### src/rtl/hazard_stall_ctrl_pkg.sv
`default_nettype none
// ============================================================================
//  Module      : hazard_pkg
//  Description : Shared types and defaults for the pipeline hazard / stall
//                controller: controller state encoding, parameter defaults
//                and the register-0 encoding.
//  Revision    : 1.0  initial release
// ============================================================================
package hazard_pkg;

  typedef enum logic [0:0] {
    HZ_RUN     = 1'b0,
    HZ_MEMWAIT = 1'b1
  } hz_state_e;

  localparam int HZ_REG_AW_DEF = 5;
  localparam int HZ_MEM_TO_DEF = 64;
  localparam int HZ_CNT_W_DEF  = 16;

  // Architectural zero register; writes to it are discarded, so it never
  // carries a real dependency.
  localparam int HZ_R0 = 0;

endpackage
`default_nettype wire

### src/rtl/hazard_stall_ctrl_if.sv
`default_nettype none
// ============================================================================
//  Module      : hazard_stall_ctrl_if
//  Description : Bundle of hazard-detection inputs and pipeline-control
//                outputs exchanged between the pipeline and the controller.
//  Ports       : master -> drives the hazard inputs, receives enables/counters
//                slave  -> the controller side
//  Revision    : 1.0  initial release
// ============================================================================
interface hazard_stall_ctrl_if #(
  parameter int REG_AW = hazard_pkg::HZ_REG_AW_DEF,
  parameter int CNT_W  = hazard_pkg::HZ_CNT_W_DEF
);
  logic [REG_AW-1:0] ifidrs;
  logic [REG_AW-1:0] ifidrt;
  logic              ifid_use_rs;
  logic              ifid_use_rt;
  logic [REG_AW-1:0] idexrt;
  logic              idexmemrd;
  logic              branch_taken;
  logic              exmem_memop;
  logic              dmem_ack;

  logic              pcen;
  logic              ifiden;
  logic              ifidflush;
  logic              ctrlsig;
  logic              idexen;
  logic              exmemen;
  logic              mem_err;
  logic [CNT_W-1:0]  stall_cnt;
  logic [CNT_W-1:0]  flush_cnt;
  logic [CNT_W-1:0]  memwait_cnt;

  modport master (
    output ifidrs, ifidrt, ifid_use_rs, ifid_use_rt, idexrt, idexmemrd,
           branch_taken, exmem_memop, dmem_ack,
    input  pcen, ifiden, ifidflush, ctrlsig, idexen, exmemen, mem_err,
           stall_cnt, flush_cnt, memwait_cnt
  );

  modport slave (
    input  ifidrs, ifidrt, ifid_use_rs, ifid_use_rt, idexrt, idexmemrd,
           branch_taken, exmem_memop, dmem_ack,
    output pcen, ifiden, ifidflush, ctrlsig, idexen, exmemen, mem_err,
           stall_cnt, flush_cnt, memwait_cnt
  );
endinterface
`default_nettype wire

### src/rtl/hazard_sat_counter.sv
`default_nettype none
// ============================================================================
//  Module      : hazard_sat_counter
//  Description : Saturating up-counter, cleared only by reset.
//  Ports       : clk, rst_n (async active-low), inc (count enable),
//                q (count, sticks at all-ones)
//  Revision    : 1.0  initial release
// ============================================================================
module hazard_sat_counter #(
  parameter int CNT_W = 16
) (
  input  logic             clk,
  input  logic             rst_n,
  input  logic             inc,
  output logic [CNT_W-1:0] q
);

  always_ff @(posedge clk or negedge rst_n) begin
    if (!rst_n) begin
      q <= '0;
    end else if (inc && (q != {CNT_W{1'b1}})) begin
      q <= q + CNT_W'(1);
    end
  end

endmodule
`default_nettype wire

### src/rtl/hazard_stall_ctrl.sv
`default_nettype none
// ============================================================================
//  Module      : hazard_stall_ctrl
//  Description : Pipeline hazard and stall controller. Detects load-use
//                hazards (r0 / operand-usage qualified), flushes IF/ID on a
//                taken branch and freezes the whole pipeline while a data
//                memory access waits for acknowledge, with a timeout release.
//  Ports       : clk, rst_n (async active-low)
//                bus (slave) : hazard inputs, pipeline enables, mem_err,
//                              performance counters
//  Config      : HAZARD_PERF_CNT_EN - builds the saturating performance
//                counters; otherwise the counter outputs are tied to zero.
//  Revision    : 1.0  initial release
// ============================================================================
module hazard_stall_ctrl
  import hazard_pkg::*;
#(
  parameter int REG_AW = HZ_REG_AW_DEF,
  parameter int MEM_TO = HZ_MEM_TO_DEF,
  parameter int CNT_W  = HZ_CNT_W_DEF
) (
  input  logic               clk,
  input  logic               rst_n,
  hazard_stall_ctrl_if.slave bus
);

  hz_state_e        state_q;
  logic [CNT_W-1:0] wcnt_q;
  logic             mem_err_q;

  logic lu;
  logic hit;
  logic freeze;

  logic pcen_w, ifiden_w, ifidflush_w, ctrlsig_w, idexen_w, exmemen_w;

  localparam logic [REG_AW-1:0] R0_ENC   = REG_AW'(HZ_R0);
  localparam logic [CNT_W-1:0]  WCNT_HIT = CNT_W'(MEM_TO - 1);

  assign lu = bus.idexmemrd && (bus.idexrt != R0_ENC) &&
              ((bus.ifid_use_rs && (bus.ifidrs == bus.idexrt)) ||
               (bus.ifid_use_rt && (bus.ifidrt == bus.idexrt)));

  assign hit    = (state_q == HZ_MEMWAIT) && (wcnt_q == WCNT_HIT);
  // The hit cycle lets the pipeline advance even without an acknowledge.
  assign freeze = bus.exmem_memop && !bus.dmem_ack && !hit;

  always_comb begin
    pcen_w      = 1'b1;
    ifiden_w    = 1'b1;
    ifidflush_w = 1'b0;
    ctrlsig_w   = 1'b0;
    idexen_w    = 1'b1;
    exmemen_w   = 1'b1;
    if (freeze) begin
      // A taken branch seen here is held in EX and honoured after release.
      pcen_w    = 1'b0;
      ifiden_w  = 1'b0;
      idexen_w  = 1'b0;
      exmemen_w = 1'b0;
    end else if (bus.branch_taken) begin
      // The dependent instruction is squashed, so a load-use stall is moot.
      ifidflush_w = 1'b1;
    end else if (lu) begin
      pcen_w    = 1'b0;
      ifiden_w  = 1'b0;
      ctrlsig_w = 1'b1;
    end
  end

  always_ff @(posedge clk or negedge rst_n) begin
    if (!rst_n) begin
      state_q   <= HZ_RUN;
      wcnt_q    <= '0;
      mem_err_q <= 1'b0;
    end else begin
      mem_err_q <= hit;
      case (state_q)
        HZ_RUN: begin
          if (freeze) begin
            state_q <= HZ_MEMWAIT;
            wcnt_q  <= CNT_W'(1);
          end
        end
        HZ_MEMWAIT: begin
          if (bus.dmem_ack || hit) begin
            state_q <= HZ_RUN;
            wcnt_q  <= '0;
          end else begin
            wcnt_q  <= wcnt_q + CNT_W'(1);
          end
        end
        default: begin
          state_q <= HZ_RUN;
          wcnt_q  <= '0;
        end
      endcase
    end
  end

  assign bus.pcen      = pcen_w;
  assign bus.ifiden    = ifiden_w;
  assign bus.ifidflush = ifidflush_w;
  assign bus.ctrlsig   = ctrlsig_w;
  assign bus.idexen    = idexen_w;
  assign bus.exmemen   = exmemen_w;
  assign bus.mem_err   = mem_err_q;

`ifdef HAZARD_PERF_CNT_EN
  logic stall_inc;
  // Only bubbles actually inserted count: freeze and branch override lu.
  assign stall_inc = lu && !freeze && !bus.branch_taken;

  hazard_sat_counter #(.CNT_W(CNT_W)) u_stall_cnt (
    .clk   (clk),
    .rst_n (rst_n),
    .inc   (stall_inc),
    .q     (bus.stall_cnt)
  );

  hazard_sat_counter #(.CNT_W(CNT_W)) u_flush_cnt (
    .clk   (clk),
    .rst_n (rst_n),
    .inc   (ifidflush_w),
    .q     (bus.flush_cnt)
  );

  hazard_sat_counter #(.CNT_W(CNT_W)) u_memwait_cnt (
    .clk   (clk),
    .rst_n (rst_n),
    .inc   (freeze),
    .q     (bus.memwait_cnt)
  );
`else
  assign bus.stall_cnt   = '0;
  assign bus.flush_cnt   = '0;
  assign bus.memwait_cnt = '0;
`endif

endmodule
`default_nettype wire

### src/flat_wrapper.sv
// flat-port wrapper written by rule: the top's interface ports become plain ports
module hazard_stall_ctrl_flat import hazard_pkg::*;
#(
  parameter int REG_AW = HZ_REG_AW_DEF,
  parameter int MEM_TO = HZ_MEM_TO_DEF,
  parameter int CNT_W  = HZ_CNT_W_DEF
)
  (clk, rst_n, bus_ifidrs, bus_ifidrt, bus_ifid_use_rs, bus_ifid_use_rt, bus_idexrt, bus_idexmemrd, bus_branch_taken, bus_exmem_memop, bus_dmem_ack, bus_pcen, bus_ifiden, bus_ifidflush, bus_ctrlsig, bus_idexen, bus_exmemen, bus_mem_err, bus_stall_cnt, bus_flush_cnt, bus_memwait_cnt);
  hazard_stall_ctrl_if #(.REG_AW(REG_AW), .CNT_W(CNT_W)) bus_i ();
  input  logic clk;
  input  logic rst_n;
  input wire logic [$bits(bus_i.ifidrs)-1:0] bus_ifidrs;
  input wire logic [$bits(bus_i.ifidrt)-1:0] bus_ifidrt;
  input wire logic [$bits(bus_i.ifid_use_rs)-1:0] bus_ifid_use_rs;
  input wire logic [$bits(bus_i.ifid_use_rt)-1:0] bus_ifid_use_rt;
  input wire logic [$bits(bus_i.idexrt)-1:0] bus_idexrt;
  input wire logic [$bits(bus_i.idexmemrd)-1:0] bus_idexmemrd;
  input wire logic [$bits(bus_i.branch_taken)-1:0] bus_branch_taken;
  input wire logic [$bits(bus_i.exmem_memop)-1:0] bus_exmem_memop;
  input wire logic [$bits(bus_i.dmem_ack)-1:0] bus_dmem_ack;
  output wire logic [$bits(bus_i.pcen)-1:0] bus_pcen;
  output wire logic [$bits(bus_i.ifiden)-1:0] bus_ifiden;
  output wire logic [$bits(bus_i.ifidflush)-1:0] bus_ifidflush;
  output wire logic [$bits(bus_i.ctrlsig)-1:0] bus_ctrlsig;
  output wire logic [$bits(bus_i.idexen)-1:0] bus_idexen;
  output wire logic [$bits(bus_i.exmemen)-1:0] bus_exmemen;
  output wire logic [$bits(bus_i.mem_err)-1:0] bus_mem_err;
  output wire logic [$bits(bus_i.stall_cnt)-1:0] bus_stall_cnt;
  output wire logic [$bits(bus_i.flush_cnt)-1:0] bus_flush_cnt;
  output wire logic [$bits(bus_i.memwait_cnt)-1:0] bus_memwait_cnt;
  assign bus_i.ifidrs = bus_ifidrs;
  assign bus_i.ifidrt = bus_ifidrt;
  assign bus_i.ifid_use_rs = bus_ifid_use_rs;
  assign bus_i.ifid_use_rt = bus_ifid_use_rt;
  assign bus_i.idexrt = bus_idexrt;
  assign bus_i.idexmemrd = bus_idexmemrd;
  assign bus_i.branch_taken = bus_branch_taken;
  assign bus_i.exmem_memop = bus_exmem_memop;
  assign bus_i.dmem_ack = bus_dmem_ack;
  assign bus_pcen = bus_i.pcen;
  assign bus_ifiden = bus_i.ifiden;
  assign bus_ifidflush = bus_i.ifidflush;
  assign bus_ctrlsig = bus_i.ctrlsig;
  assign bus_idexen = bus_i.idexen;
  assign bus_exmemen = bus_i.exmemen;
  assign bus_mem_err = bus_i.mem_err;
  assign bus_stall_cnt = bus_i.stall_cnt;
  assign bus_flush_cnt = bus_i.flush_cnt;
  assign bus_memwait_cnt = bus_i.memwait_cnt;
  hazard_stall_ctrl #(.REG_AW(REG_AW), .MEM_TO(MEM_TO), .CNT_W(CNT_W)) u_core (.clk(clk), .rst_n(rst_n), .bus(bus_i));
endmodule
### config.mk
export PLATFORM = sky130hd
export DESIGN_NAME = hazard_stall_ctrl_flat
export DESIGN_NICKNAME = d
export VERILOG_FILES = /design/src/rtl/hazard_stall_ctrl_pkg.sv /design/src/rtl/hazard_stall_ctrl_if.sv /design/src/rtl/hazard_sat_counter.sv /design/src/rtl/hazard_stall_ctrl.sv /design/src/flat_wrapper.sv
export SDC_FILE = /design/constraint.sdc
export NUM_CORES = 1
export LEC_CHECK = 0
export BUFFER_PORTS_ARGS = -buffer_cell sky130_fd_sc_hd__buf_4
export CAP_MARGIN = 30
export CORE_MARGIN = 1
export CORE_UTILIZATION = 28
export DETAILED_ROUTE_END_ITERATION = 12
export PLACE_DENSITY = 0.64
export RECOVER_POWER = 25
export SYNTH_ARGS = -nofsm -noshare
export SYNTH_HDL_FRONTEND = slang
export SYNTH_SLANG_ARGS = --single-unit
### constraint.sdc
create_clock -name clk -period 4.4 [get_ports clk]
set_clock_uncertainty 0.15 [all_clocks]
set_input_delay 0.44 -clock clk [delete_from_list [all_inputs] [get_ports clk]]
set_output_delay 0.44 -clock clk [all_outputs]
set_load 0.1 [all_outputs]
Word level (Yosys, flattened, before mapping)
Index checks and enable logic that the tools add are counted.
{"block": "totals", "ramBits": 0, "n_memories": 0, "latch_bits": 0, "inputBits": 23, "rom_bits": 0, "regBits": 18, "out_inout_bits": 55}
{"block": "classes", "mux": 15, "order_cmp": 0, "bitwise_logic": 1, "mul": 0, "shifts": 0, "n_reduce_logical": 12, "addsub": 1, "n_div": 0, "n_eq_ne": 4}
{"operator": "16-bit two-way mux", "n": 2}
{"operator": "16-bit one-hot mux with 2 select lines", "n": 1}
{"operator": "16-bit by 1-bit adder with 16-bit output, second input constant", "n": 1}
{"operator": "16-bit by 6-bit equality test with 1-bit output, second input constant", "n": 1}
{"operator": "1-bit two-way mux", "n": 11}
{"operator": "5-bit equality test", "n": 2}
{"operator": "1-bit logical AND", "n": 7}
{"operator": "5-bit nonzero test", "n": 1}
{"operator": "1-bit zero test", "n": 2}
{"operator": "1-bit logical OR", "n": 2}
{"operator": "2-bit by 1-bit != test with 1-bit output, second input constant", "n": 1}
{"operator": "1-bit one-hot mux with 2 select lines", "n": 1}
{"operator": "1-bit inverter", "n": 1}

Depth between registers and ports, before layout
{"block": "depth", "word_depth": 7, "ltp_mapped": 8}

Worst setup path after synthesis
Ideal clock, no wire load.
{"block": "synth_path", "path_kind": "register -> output", "from": "register u_core.wcnt_q[0]", "to": "output bus_ctrlsig", "t_arrival_ns": 3.332, "required_time_ns": 3.810, "slack_ns": 0.478, "n_path_buf": 1, "path_stages_with_launch": 7, "path_cell_list": "dfrtp_1 -> ha_1 -> and4_4 -> and4_1 -> buf_6 -> or2_1 -> nor2b_1"}
{"block": "synth_via", "elab_chain_cells": 5}
{"item": "from (decl)", "line": "hazard_stall_ctrl.sv:28", "text": "logic [CNT_W-1:0] wcnt_q;"}
{"item": "from (signal assigned)", "line": "hazard_stall_ctrl.sv:90", "text": "wcnt_q <= wcnt_q + CNT_W'(1);"}
{"item": "16-bit by 6-bit equality test with 1-bit output", "line": "hazard_stall_ctrl.sv:44", "text": "assign hit = (state_q == HZ_MEMWAIT) && (wcnt_q == WCNT_HIT);"}
{"item": "1-bit logical AND", "line": "hazard_stall_ctrl.sv:44"}
{"item": "1-bit zero test", "line": "hazard_stall_ctrl.sv:46", "text": "assign freeze = bus.exmem_memop && !bus.dmem_ack && !hit;"}
{"item": "1-bit logical AND", "line": "hazard_stall_ctrl.sv:46"}
{"item": "1-bit two-way mux", "line": "hazard_stall_ctrl.sv:55", "text": "if (freeze) begin"}
{"item": "to (decl)", "line": "flat_wrapper.sv:24", "text": "output wire logic [$bits(bus_i.ctrlsig)-1:0] bus_ctrlsig;"}
No other way between the ends.

Final worst setup path
{"block": "layout_path", "from": "register u_core.wcnt_q[0]", "to": "output bus_pcen"}
{"block": "layout_via", "elab_chain_cells": 5}
{"item": "16-bit by 6-bit equality test with 1-bit output", "line": "hazard_stall_ctrl.sv:44"}
{"item": "1-bit logical AND", "line": "hazard_stall_ctrl.sv:44"}
{"item": "1-bit zero test", "line": "hazard_stall_ctrl.sv:46"}
{"item": "1-bit logical AND", "line": "hazard_stall_ctrl.sv:46"}
{"item": "1-bit two-way mux", "line": "hazard_stall_ctrl.sv:55"}
{"item": "to (decl)", "line": "flat_wrapper.sv:21", "text": "output wire logic [$bits(bus_i.pcen)-1:0] bus_pcen;"}
No other way between the ends.

==> impl_metrics.toml <==
[worst_setup_path]
start_kind = "register"
cp_max_fo = 7
worst_ep_required_time_ns = 3.81
worstPathArrival_ns = 2.16
path_class = "reg2out"
crit_path_end_kind = "output port"
r2r_setup_slack_ns = 2.12

[global_routing]
grt_pass1_vias = 1120
grt_pass1_wl_mm = 5.092
antenna_found_initial = 0
track_usage = 0.1065
grt_start_max_net_pins = 19
overflow = 0

[clock_tree]
tritoncts = "done"
cts_max_level = 1
clock_latency_ns = 0.25
clk_pin_slew_ns = 0.07
cts-root-buf = "clkbuf_8"
clock_sinks = 18
postCtsSetupBuffers = 0
cts-buffers-inserted = 3
clockBufferDepth = 2

[synthesis]
ys_warn_count = 0
synthArstFlopShare = 1.000
ys_ff_latch = 18
syn-instance-count = 188
synth-edff-count = 0
syn_area_per_cell_um2 = 8.206
yosysSeqAreaShare = 0.2920
yosysTopAreaCell = "dfrtp_1"
synth_top_area_share = 0.2920
synth_area_mm2 = 0.001543
synth_area_leaders = "dfrtp_1 29%, buf_4 24%, xnor2_1 5.7%"
synthFlopType = "dfrtp_1"
ys_types = 38

[route]
drcViolationCount = 0
routed_via_density = 4.369
wl_per_cell_um = 10.76
routed_wl_mm = 3.033
met1_length_mm = 1.407
drt_first_pass_iters = 7
drtIter0Drc = 46
via_count = 1232
wl_met2_mm = 1.436
drtAntennaViolNets = 0
wl_met3_um = 134
top_layer = "met4"

[power]
internal_power_mw = 0.2686
static-leakage-power_nw = 0.7603
p_sw_mw = 0.2945
peakVddDrop_mv = 0.1109
p_sw_frac = 0.5231
clockPowerShare = 0.208
total_power_mw = 0.5631
p_comb_frac = 0.473
cellPowerDensity_mw_per_mm2 = 339.9
p_seq_frac = 0.319

[floorplanning]
rows = 26
initial_core_util = 0.2964
die_area_mm2 = 0.005810
dieHeight_um = 76.23
die_w_um = 76.23
coreArea_mm2 = 0.005205
io_pins = 78

[final_layout]
fin_area_mm2 = 0.001657
nNetsFinal = 238
drive_gt1_frac = 0.1557
final_common_cell = "conb_1"
area_growth_pct = 7.380
antenna_cells = 0
fin_util = 0.3183
fin_cells = 282
most-common-layout-cells = "48 x conb_1, 28 x buf_4, 19 x nand2_1"

[sta]
finalSetupViolCount = 0
clock.fmax_ghz = 0.3632
hold_violations = 0
rsz0062_at_grt = "false"
min_period_ns = 2.753
slew_viol_final = 0
min_period_over_period = 0.6258
whs_ns = 0.4029
finalSetupTns_ns = 0
setup_slack_ns = 1.647
worst-slew-pin-transition_ns = 0.9953
relSlewSlack = 0.3364

[hold_path]
hold_path.class = "reg2reg"

[place]
post-dp-hpwl_mm = 2.364
dp_cells = 278
dpl_cell_area_mm2 = 0.001609
post-place-ws_ns = 1.929
io_buffers = 29
place.gp.congestion = 0.7624

[run_status]
outcome = "finished, final reports clean"

[run]
maxCapViolCount = 0
-- state kept, by name, summed over array words and instances (netlist names) --
register and cells:
u_core.bus.mem_err 1, u_core.state_q 1, u_core.wcnt_q 16
-- logic make-up (layout without fill, tap and decap cells) --
group | Yosys count | in the layout | share of synthesized area
xor gates and xnor gates | 10 | 10 | 0.05677
muxes | 1 | 1 | 0.006488
DFF | 18 | 18 | 0.2920
buffers and inverters | 59 | 36 | 0.2766
other | 1 | 48 | 0.002431
adders and majority gates | 1 | 1 | 0.008109
AOI/OAI and AO/OA | 26 | 26 | 0.1079
and+or+nand+nor | 72 | 72 | 0.2498
-- layout make-up --
| cell class | instances | area, um2 |
|---|---|---|
| clock buffers | 3 | 41.29 |
| fillers | 568 | 3548 |
| inverters | 3 | 11.26 |
| multi-input cells | 158 | 842.1 |
| flip-flops and latches | 18 | 450.4 |
| well taps | 70 | 87.58 |
| repair buffers | 30 | 224.0 |
-- cells in the mapped netlist (5+ instances only) --
cell type and count:
nor2_1 5, xnor2_1 10, nand3_1 8, nand4_1 6, dfrtp_1 18, nor3_1 9
nand2_1 19, a31oi_1 6, buf_4 50, o21ai_0 7
-- power groups by stage --
| stage | registers [mW] | logic, mW | clock network [mW] |
|---|---|---|---|
| after floorplan | 0.181 | 0.270 | 0 |
| after CTS | 0.180 | 0.267 | 0.119 |
| final | 0.180 | 0.266 | 0.117 |
| after global routing | 0.181 | 0.278 | 0.125 |
| after global placement | 0.182 | 0.265 | 0 |
| after detailed placement | 0.183 | 0.266 | 0 |
-- worst max-delay path, stage by stage (launching register included) --
cell	delay, ns
dfrtp_1	0.40
ha_1	0.25
and4_4	0.24
and4_1	0.31
or2_1	0.24
and2_1	0.17
buf_4	0.29
-- what timing repair did --
action | in CTS | in global routing
hold buffers | 1 | 0
endpoints found under the hold margin | 18 | 0
gates resized for setup | 0 | 0
-- final timing paths --
path                                        start                end  cells past startpoint
worst max-delay path             u_core.wcnt_q[0]           bus_pcen                      6
worst min-delay path            u_core.wcnt_q[14]  u_core.wcnt_q[14]                      1
worst max register to register   u_core.wcnt_q[0]  u_core.wcnt_q[14]                      6
worst min register to register  u_core.wcnt_q[14]  u_core.wcnt_q[14]                      1
max in group asynchronous                   rst_n   u_core.wcnt_q[2]                      2
min in group asynchronous                   rst_n  u_core.wcnt_q[12]                      2
-- layer usage --
metal	GRT usage	vias up
met5	0	-
met4	0.04038	0
met3	0.01437	9
met2	0.1739	56
met1	0.1421	562
li1	-	605
Note: power is estimated with default switching activity, not from simulation.
